`src/rtl/ov5640_pkg.sv`:
```
`default_nettype none
// ============================================================================
//  Module      : ov5640_pkg
//  Description : Shared types and constants for the OV5640 SCCB register
//                bring-up sequencer: state encoding, table entry layout and
//                the reserved address that marks a delay entry.
//  Revision    : 1.0 - initial release
// ============================================================================
package ov5640_pkg;

    localparam int ADDR_W  = 16;
    localparam int DATA_W  = 8;
    localparam int ENTRY_W = ADDR_W + DATA_W;

    // A table entry with this address is not written to the sensor; its data
    // byte is a delay in milliseconds.
    localparam logic [ADDR_W-1:0] DLY_ADDR = 16'hFFFF;

    typedef enum logic [3:0] {
        IDLE  = 4'd0,
        PWRUP = 4'd1,
        FETCH = 4'd2,
        ISSUE = 4'd3,
        DELAY = 4'd4,
        WAIT  = 4'd5,
        GAP   = 4'd6,
        DONE  = 4'd7,
        ERROR = 4'd8
    } state_t;

    typedef struct packed {
        logic [ADDR_W-1:0] addr;
        logic [DATA_W-1:0] data;
    } entry_t;

endpackage : ov5640_pkg
`default_nettype wire

```
`src/rtl/ov5640_reg_rom.sv`:
```
`default_nettype none
// ============================================================================
//  Module      : ov5640_reg_rom
//  Description : OV5640 VGA/RGB565 register table. Synchronous ROM with one
//                cycle of read latency.
//  Ports       : clk      in   1   clock
//                i_index  in   8   table index
//                o_entry  out  24  {reg_addr[15:0], data[7:0]} of i_index,
//                                  valid one cycle after the index
//  Revision    : 1.0 - initial release
// ============================================================================
module ov5640_reg_rom
    import ov5640_pkg::*;
(
    input  logic               clk,
    input  logic [7:0]         i_index,
    output logic [ENTRY_W-1:0] o_entry
);

    logic [ENTRY_W-1:0] w_entry;
    logic [ENTRY_W-1:0] r_entry;

    always_comb begin
        w_entry = '0;
        case (i_index)
            8'd0:  w_entry = 24'h3008_82;   // software reset
            8'd1:  w_entry = 24'hFFFF_02;   // let the reset settle
            8'd2:  w_entry = 24'h3008_42;   // power down while configuring
            8'd3:  w_entry = 24'h3103_03;
            8'd4:  w_entry = 24'h3017_FF;
            8'd5:  w_entry = 24'h3018_FF;
            8'd6:  w_entry = 24'h3034_1A;
            8'd7:  w_entry = 24'h3035_11;
            8'd8:  w_entry = 24'h3036_46;
            8'd9:  w_entry = 24'h3037_13;
            8'd10: w_entry = 24'h3108_01;
            8'd11: w_entry = 24'h3630_36;
            8'd12: w_entry = 24'h3631_0E;
            8'd13: w_entry = 24'h3632_E2;
            8'd14: w_entry = 24'h3633_12;
            8'd15: w_entry = 24'h3621_E0;
            8'd16: w_entry = 24'h3704_A0;
            8'd17: w_entry = 24'h3703_5A;
            8'd18: w_entry = 24'h3715_78;
            8'd19: w_entry = 24'h3717_01;
            8'd20: w_entry = 24'h370B_60;
            8'd21: w_entry = 24'h3705_1A;
            8'd22: w_entry = 24'h3905_02;
            8'd23: w_entry = 24'h3906_10;
            8'd24: w_entry = 24'h3901_0A;
            8'd25: w_entry = 24'h3731_12;
            8'd26: w_entry = 24'h3600_08;
            8'd27: w_entry = 24'h3601_33;
            8'd28: w_entry = 24'h302D_60;
            8'd29: w_entry = 24'h3620_52;
            8'd30: w_entry = 24'h371B_20;
            8'd31: w_entry = 24'h471C_50;
            8'd32: w_entry = 24'h3A13_43;
            8'd33: w_entry = 24'h3A18_00;
            8'd34: w_entry = 24'h3A19_F8;
            8'd35: w_entry = 24'h3635_13;
            8'd36: w_entry = 24'h3636_03;
            8'd37: w_entry = 24'h3634_40;
            8'd38: w_entry = 24'h3622_01;
            8'd39: w_entry = 24'h3C01_34;
            8'd40: w_entry = 24'h3C04_28;
            8'd41: w_entry = 24'h3C05_98;
            8'd42: w_entry = 24'h3C06_00;
            8'd43: w_entry = 24'h3C07_08;
            8'd44: w_entry = 24'h3C08_00;
            8'd45: w_entry = 24'h3C09_1C;
            8'd46: w_entry = 24'h3C0A_9C;
            8'd47: w_entry = 24'h3C0B_40;
            8'd48: w_entry = 24'h3820_41;
            8'd49: w_entry = 24'h3821_07;
            8'd50: w_entry = 24'h3814_31;
            8'd51: w_entry = 24'h3815_31;
            8'd52: w_entry = 24'h3800_00;
            8'd53: w_entry = 24'h3801_00;
            8'd54: w_entry = 24'h3802_00;
            8'd55: w_entry = 24'h3803_04;
            8'd56: w_entry = 24'h3808_02;   // output width  640
            8'd57: w_entry = 24'h3809_80;
            8'd58: w_entry = 24'h380A_01;   // output height 480
            8'd59: w_entry = 24'h380B_E0;
            8'd60: w_entry = 24'h4300_61;   // RGB565
            8'd61: w_entry = 24'h501F_01;
            8'd62: w_entry = 24'h4740_21;
            8'd63: w_entry = 24'h3008_02;   // wake up
            default: w_entry = '0;
        endcase
    end

    always_ff @(posedge clk) begin
        r_entry <= w_entry;
    end

    assign o_entry = r_entry;

endmodule : ov5640_reg_rom
`default_nettype wire

```
`src/rtl/ov5640_init_seq.sv`:
```
`default_nettype none
// ============================================================================
//  Module      : ov5640_init_seq
//  Description : OV5640 SCCB register bring-up sequencer. Walks the register
//                table, hands each write to a single-transaction I2C engine
//                via start/done, inserts table-driven millisecond delays and
//                reports completion or abort (NACK / engine timeout).
//  Ports       : meg25      in   1   system clock
//                reset      in   1   synchronous active-high reset
//                start      in   1   begin/restart pulse (IDLE/DONE/ERROR)
//                i2c_start  out  1   transaction start pulse
//                i2c_data   out  24  {reg_addr, data}, stable until i2c_done
//                i2c_done   in   1   transaction finished pulse
//                i2c_nack   in   1   NACK flag, valid with i2c_done
//                init_done  out  1   all entries written
//                init_err   out  1   sequence aborted
//                step       out  8   current table index
//  Build macro : OV5640_INIT_RETRY_EN - retry a NACKed entry up to MAX_RETRY
//                times before aborting. Undefined: first NACK aborts.
//  Revision    : 1.0 - initial release
// ============================================================================
module ov5640_init_seq
    import ov5640_pkg::*;
#(
    parameter int NUM_REGS    = 64,
    parameter int CLK_HZ      = 25_000_000,
    parameter int PWRUP_MS    = 20,
    parameter int GAP_CYC     = 250,
    parameter int TIMEOUT_CYC = 200_000
`ifdef OV5640_INIT_RETRY_EN
    ,
    parameter int MAX_RETRY   = 3
`endif
)(
    input  logic               meg25,
    input  logic               reset,
    input  logic               start,
    output logic               i2c_start,
    output logic [ENTRY_W-1:0] i2c_data,
    input  logic               i2c_done,
    input  logic               i2c_nack,
    output logic               init_done,
    output logic               init_err,
    output logic [7:0]         step
);

    localparam int TO_W  = $clog2(TIMEOUT_CYC);
    localparam int GAP_W = (GAP_CYC > 1) ? $clog2(GAP_CYC) : 1;

    localparam logic [14:0]      c_TICK_LAST = 15'(CLK_HZ / 1000 - 1);
    localparam logic [7:0]       c_PWRUP_MS  = 8'(PWRUP_MS);
    localparam logic [TO_W-1:0]  c_TO_LAST   = TO_W'(TIMEOUT_CYC - 1);
    localparam logic [GAP_W-1:0] c_GAP_LAST  = GAP_W'(GAP_CYC - 1);
    localparam logic [7:0]       c_LAST_STEP = 8'(NUM_REGS - 1);

    state_t             r_state;
    state_t             w_state_nxt;
    entry_t             r_entry;
    entry_t             w_rom_entry;
    logic [ENTRY_W-1:0] w_rom_q;
    logic [7:0]         r_step;
    logic [14:0]        r_ms_cnt;
    logic [7:0]         r_dly_cnt;
    logic [GAP_W-1:0]   r_gap_cnt;
    logic [TO_W-1:0]    r_to_cnt;

    logic w_start_ok;       // start accepted this cycle
    logic w_ms_tick;        // last cycle of the current millisecond
    logic w_last;           // current entry is the final table entry
    logic w_adv;            // current entry completed successfully
    logic w_nack_ev;        // engine reported a NACK for the current entry
    logic w_retry_ok;       // a NACK may be retried rather than aborting
    logic w_gap_to_issue;   // this gap precedes a retry of the same entry

    // ------------------------------------------------------------------
    // Register table. The index only changes on entry completion, which is
    // always followed by at least one GAP cycle, so the ROM output already
    // reflects r_step when FETCH is reached.
    // ------------------------------------------------------------------
    ov5640_reg_rom u_rom (
        .clk     (meg25),
        .i_index (r_step),
        .o_entry (w_rom_q)
    );

    assign w_rom_entry = entry_t'(w_rom_q);
    assign w_start_ok  = start && ((r_state == IDLE) || (r_state == DONE) ||
                                   (r_state == ERROR));
    assign w_ms_tick   = (r_ms_cnt == c_TICK_LAST);
    assign w_last      = (r_step == c_LAST_STEP);
    assign w_nack_ev   = (r_state == WAIT) && i2c_done && i2c_nack;

`ifdef OV5640_INIT_RETRY_EN
    localparam int RT_W = $clog2(MAX_RETRY + 1);
    localparam logic [RT_W-1:0] c_RETRY_MAX = RT_W'(MAX_RETRY);

    logic [RT_W-1:0] r_retry_cnt;
    logic            r_retry_pend;

    assign w_retry_ok     = (r_retry_cnt != c_RETRY_MAX);
    assign w_gap_to_issue = r_retry_pend;

    always_ff @(posedge meg25) begin
        if (reset) begin
            r_retry_cnt  <= '0;
            r_retry_pend <= 1'b0;
        end else if (w_start_ok || w_adv) begin
            r_retry_cnt  <= '0;
            r_retry_pend <= 1'b0;
        end else if (w_nack_ev && w_retry_ok) begin
            r_retry_cnt  <= r_retry_cnt + 1'b1;
            r_retry_pend <= 1'b1;
        end else if (r_state == ISSUE) begin
            r_retry_pend <= 1'b0;
        end
    end
`else
    assign w_retry_ok     = 1'b0;
    assign w_gap_to_issue = 1'b0;
`endif

    // ------------------------------------------------------------------
    // State register
    // ------------------------------------------------------------------
    always_ff @(posedge meg25) begin
        if (reset) begin
            r_state <= IDLE;
        end else begin
            r_state <= w_state_nxt;
        end
    end

    // ------------------------------------------------------------------
    // Next-state logic
    // ------------------------------------------------------------------
    always_comb begin
        w_state_nxt = r_state;
        w_adv       = 1'b0;
        case (r_state)
            IDLE, DONE, ERROR: begin
                if (w_start_ok) w_state_nxt = PWRUP;
            end
            PWRUP: begin
                if (r_dly_cnt == c_PWRUP_MS) w_state_nxt = FETCH;
            end
            FETCH: begin
                if (w_rom_entry.addr == DLY_ADDR) begin
                    if (w_rom_entry.data == '0) begin
                        // zero-length delay completes on the spot
                        w_adv       = 1'b1;
                        w_state_nxt = w_last ? DONE : GAP;
                    end else begin
                        w_state_nxt = DELAY;
                    end
                end else begin
                    w_state_nxt = ISSUE;
                end
            end
            ISSUE: begin
                w_state_nxt = WAIT;
            end
            WAIT: begin
                if (i2c_done) begin
                    if (!i2c_nack) begin
                        w_adv       = 1'b1;
                        w_state_nxt = w_last ? DONE : GAP;
                    end else if (w_retry_ok) begin
                        w_state_nxt = GAP;
                    end else begin
                        w_state_nxt = ERROR;
                    end
                end else if (r_to_cnt == c_TO_LAST) begin
                    w_state_nxt = ERROR;
                end
            end
            DELAY: begin
                if (r_dly_cnt == r_entry.data) begin
                    w_adv       = 1'b1;
                    w_state_nxt = w_last ? DONE : GAP;
                end
            end
            GAP: begin
                if (r_gap_cnt == c_GAP_LAST) begin
                    w_state_nxt = w_gap_to_issue ? ISSUE : FETCH;
                end
            end
            default: w_state_nxt = IDLE;
        endcase
    end

    // ------------------------------------------------------------------
    // Output decode
    // ------------------------------------------------------------------
    always_comb begin
        i2c_start = 1'b0;
        init_done = 1'b0;
        init_err  = 1'b0;
        case (r_state)
            ISSUE:   i2c_start = 1'b1;
            DONE:    init_done = 1'b1;
            ERROR:   init_err  = 1'b1;
            default: ;
        endcase
    end

    assign i2c_data = r_entry;
    assign step     = r_step;

    // ------------------------------------------------------------------
    // Table index and latched entry. The entry register doubles as the
    // i2c_data holding register for the whole transaction.
    // ------------------------------------------------------------------
    always_ff @(posedge meg25) begin
        if (reset) begin
            r_step  <= '0;
            r_entry <= '0;
        end else begin
            if (r_state == FETCH) r_entry <= w_rom_entry;
            if (w_start_ok) begin
                r_step <= '0;
            end else if (w_adv && !w_last) begin
                r_step <= r_step + 8'd1;
            end
        end
    end

    // ------------------------------------------------------------------
    // Millisecond prescaler and ms counter, shared by power-up wait and
    // table delays (the two never overlap; FETCH between them clears).
    // ------------------------------------------------------------------
    always_ff @(posedge meg25) begin
        if (reset) begin
            r_ms_cnt  <= '0;
            r_dly_cnt <= '0;
        end else if ((r_state == PWRUP) || (r_state == DELAY)) begin
            if (w_ms_tick) begin
                r_ms_cnt  <= '0;
                r_dly_cnt <= r_dly_cnt + 8'd1;
            end else begin
                r_ms_cnt  <= r_ms_cnt + 15'd1;
            end
        end else begin
            r_ms_cnt  <= '0;
            r_dly_cnt <= '0;
        end
    end

    // ------------------------------------------------------------------
    // Gap and transaction-timeout counters. The timeout counter is zero in
    // the ISSUE cycle and equals the number of cycles since i2c_start while
    // in WAIT, so an unanswered transaction aborts TIMEOUT_CYC cycles after
    // its start pulse.
    // ------------------------------------------------------------------
    always_ff @(posedge meg25) begin
        if (reset) begin
            r_gap_cnt <= '0;
            r_to_cnt  <= '0;
        end else begin
            r_gap_cnt <= (r_state == GAP) ? r_gap_cnt + 1'b1 : '0;
            r_to_cnt  <= ((r_state == ISSUE) || (r_state == WAIT)) ?
                         r_to_cnt + 1'b1 : '0;
        end
    end

endmodule : ov5640_init_seq
`default_nettype wire

```
`config.mk`:
```
export PLATFORM = sky130hd
export DESIGN_NAME = ov5640_init_seq
export DESIGN_NICKNAME = d
export VERILOG_FILES = /design/src/rtl/ov5640_pkg.sv /design/src/rtl/ov5640_reg_rom.sv /design/src/rtl/ov5640_init_seq.sv
export SDC_FILE = /design/constraint.sdc
export NUM_CORES = 1
export LEC_CHECK = 0
export BUFFER_PORTS_ARGS = -buffer_cell sky130_fd_sc_hd__buf_2
export CAP_MARGIN = 20
export CORE_ASPECT_RATIO = 0.8
export CORE_MARGIN = 3
export CORE_UTILIZATION = 55
export CTS_CLUSTER_DIAMETER = 30
export CTS_CLUSTER_SIZE = 25
export DETAILED_ROUTE_END_ITERATION = 6
export GPL_ROUTABILITY_DRIVEN = 1
export PLACE_DENSITY = 0.73
export SYNTH_ARGS = -nofsm -noshare
export SYNTH_HDL_FRONTEND = slang
export SYNTH_SLANG_ARGS = --single-unit
```
`constraint.sdc`:
```
create_clock -name meg25 -period 3.6 [get_ports meg25]
set_input_delay 0.18 -clock meg25 [delete_from_list [all_inputs] [get_ports meg25]]
set_output_delay 0.18 -clock meg25 [all_outputs]
set_load 0.03 [all_outputs]
```
==> key figures <==
Finish
  – Number of nets at the end of the flow: 804
  – Non-filler cells, final: 919
  – N_diodes: 0
  – Highest-count cells in the layout ignoring fill and taps: nand2_1 (120), dfxtp_1 (107), nor2_1 (85)
  – Most common cell after layout, fill and taps aside: nand2_1
  – Synth-to-layout area growth: 9.82%
  – Number of inserted filler cells in the final layout: between 900 and 1k
  – Fraction of final layout cells with drive strength greater than 1: 12.6%

Clock tree
  – Post-cts sizing count: 0
  – Clock tree from TritonCTS: yes
  – Buffer levels on the longest clock path: 2
  – Worst-path clk slew: approximately 80 ps
  – Hold-fix buffers, CTS: 0
  – CTS root buffer: clkbuf_16
  – Post-CTS setup-driven buffer insertion count: 0
  – H-tree levels: 3
  – Clock sink count: 107
  – Clock insertion delay at the later pin of the skew report: 350 ps
  – Cts bufs inserted: 9

Global route
  – Number of global-route vias before repair: 5,225
  – Number of antenna violations at the first check in global routing: 0
  – Wire length of the first global-routing pass: 26.3 mm
  – Total GRT Usage: a little over a quarter
  – Total congestion overflow after global routing: 0
  – Maximum number of pins on one net before global-route repair: between 50 and 60

Timing
  – Setup TNS Final: 0 ps
  – Crit share post-route: between 60% and 70%
  – Final critical delay including setup and external delays: 2450 ps
  – Final Hold Viols: 0
  – Fin worst setup slack: 1150 ps
  – Achievable frequency: 0.408 GHz
  – Measured slew at the worst slew-check pin: a little over 900 ps
  – Count of final max-slew check failures: 0
  – Worst rel slew slack: 38.8%
  – RSZ-0062 raised after global routing: false
  – Setup violators final: 0
  – Post-route clock skew: 6.22 ps

Die
  – CORE AREA: approximately 0.010 sq mm
  – Die Ht: between 90 and 100 um
  – Ports: 40
  – Die area: 0.0123 sq mm
  – Die X: 123 um
  – Row cnt: 33
  – Initial core utilization: 57.6%

Routing
  – DRT antenna net count: 0
  – Number of remaining DRC errors: 0
  – Average wire per standard cell: 17.3 um
  – Total number of vias: 5,533
  – Number of vias per cell after detailed routing: 6.02
  – First-pass iteration count of the detailed router: 7
  – Violation count after the first detailed-routing iteration: slightly above 500
  – Routed wire length: roughly 16 mm

Synth
  – Count of flip-flops with a built-in enable after synthesis: 0
  – Number of unique standard cell types used by synthesis: 80
  – Number of synthesized register bits: 107
  – Primary FF master, synth: dfxtp_1
  – Post-synth net total: 786
  – Area share of the largest cell type after synthesis: 35.5%
  – Syn Inst Count: 756
  – Average size of a mapped cell: around 8 sq um
  – Count of yosys warnings during synthesis: 0
  – Leading cell types by total area after synthesis: dfxtp_1 (35%), nand2_1 (7.5%), xor2_1 (5.4%)
  – Post-synth ARST share: 0%
  – Area of the mapped netlist: about 0.0060 sq mm
  – Proportion of synthesized chip area in sequential cells: 35.5%
  – Largest area contributor in the netlist: dfxtp_1

Setup path
  – FF-to-FF End: u_rom.o_entry[8]
  – Endpoint arrival time on the critical path: 2670 ps
  – Worst setup path start: step[1]
  – Req. time, crit path: ~3800 ps
  – Element type at the critical path end: flop
  – Kind of start point of the critical path: flop
  – Worst R2R Path Depth: 9
  – Crit Path Max Fanout: 9
  – FF-to-FF setup slack: roughly 1100 ps
  – Start of the worst register-to-register path: step[1]
  – CP Capture Point: u_rom.o_entry[8]
  – Startpoint-to-endpoint class of the critical path: flop to flop

Worst hold path
  – Path type of the worst min-delay path: input pin to flop

Run status
  – Status: finished clean

Placement
  – Number of buffers added on ports: 39
  – Placer Congestion: 1.01
  – Sum of net half-perimeters after detailed placement: roughly 11 mm
  – Post-placement cell count: 903
  – Setup slack at placement: between 1000 and 1500 ps

Power
  – Power per cell area: between 400 and 500 mW/mm^2
  – Leakage: roughly 2.4 nW
  – IR Drop Worst-Case VDD: roughly 0.27 mV

Flow run
  – MaxCap Viol Count: 0
-- synth_stat cells (all sizes together), types with 8 or more instances --
master  count
clkbuf     36
nand2     121
a21oi      54
mux2i      12
xor2       37
a211oi     10
xnor2      12
dfxtp     107
a31oi      13
o21ai      27
nand3      26
nor4       10
nand2b     14
nor2b      11
buf        10
and3       11
or3         8
nand4      15
ha         25
inv        20
nor2       86
-- layout make-up --
cell class / instances / area (sq um) / share of cell area, %
multi-input combinational: 582 / 3620 / 54.6
sequential: 107 / 2140 / 32.3
timing repair buffer: 54 / 308 / 4.64
clock buffer: 9 / 225 / 3.40
tap: 140 / 175 / 2.64
clock inverter: 7 / 85.1 / 1.28
inverter: 20 / 75.1 / 1.13
-- how the worst min path moves through the flow --
stage	from	end	slack, ps	cells after the start
3_3_place_gp	r_ms_cnt[0]	r_ms_cnt[0]	420	1
2_1_floorplan	reset	r_state[2]	360	2
5_1_grt	reset	i2c_data[17]	360	2
4_1_cts	reset	i2c_data[10]	320	2
6_report	reset	i2c_data[19]	330	2
3_5_place_dp	r_ms_cnt[0]	r_ms_cnt[0]	450	1
-- power by group --
group,switching [mW],internal (mW),total (mW),leakage (nW)
clock,0.478,0.555,1.03,0.151
sequential,0.0557,1.22,1.28,0.863
combinational,0.294,0.163,0.457,1.43
-- sequential cells by signal (all words and copies together), names as in the netlist --
| signal | count |
|---|---|
| i2c_data | 23 |
| u_rom.o_entry | 23 |
| r_to_cnt | 18 |
| r_ms_cnt | 15 |
| r_dly_cnt | 8 |
| r_gap_cnt | 8 |
| step | 8 |
| r_state | 4 |
-- through the flow --
stage	util (%)	area [sq um]	power [mW]	hold slack [ps]
6_report	63.2	6630	2.77	331
5_1_grt	63.2	6630	2.89	361
4_1_cts	63.2	6630	2.79	323
3_5_place_dp	60.3	6320	1.76	447
3_3_place_gp	60.3	6320	1.75	424
2_1_floorplan	-	6040	1.67	364
-- cells by family after synthesis --
group,count (synthesis),share of synthesized area [%]
simple gates,333,27.4
compound gates,159,17.3
flops,107,35.5
buf+inv,67,4.56
xor+xnor,49,7.11
fa+ha+maj,25,5.18
mux,16,2.98
-- worst max-delay path, cell delays in order (launching register included) --
cell and delay, ps:
dfxtp_1 320, inv_1 250, ha_1 480, inv_1 190, ha_1 300, nor2b_1 140, a31oi_1 180, o2bb2ai_1 90
a311oi_1 290, a211oi_1 80
-- routing by layer --
metal | GRT usage (%) | wire length (um)
met3 | 8.58 | 1580
met4 | 8.77 | 434
met5 | 0 | 0
met1 | 37.6 | 7290
met2 | 38.3 | 6640
Power figures use the tool's default switching activity.
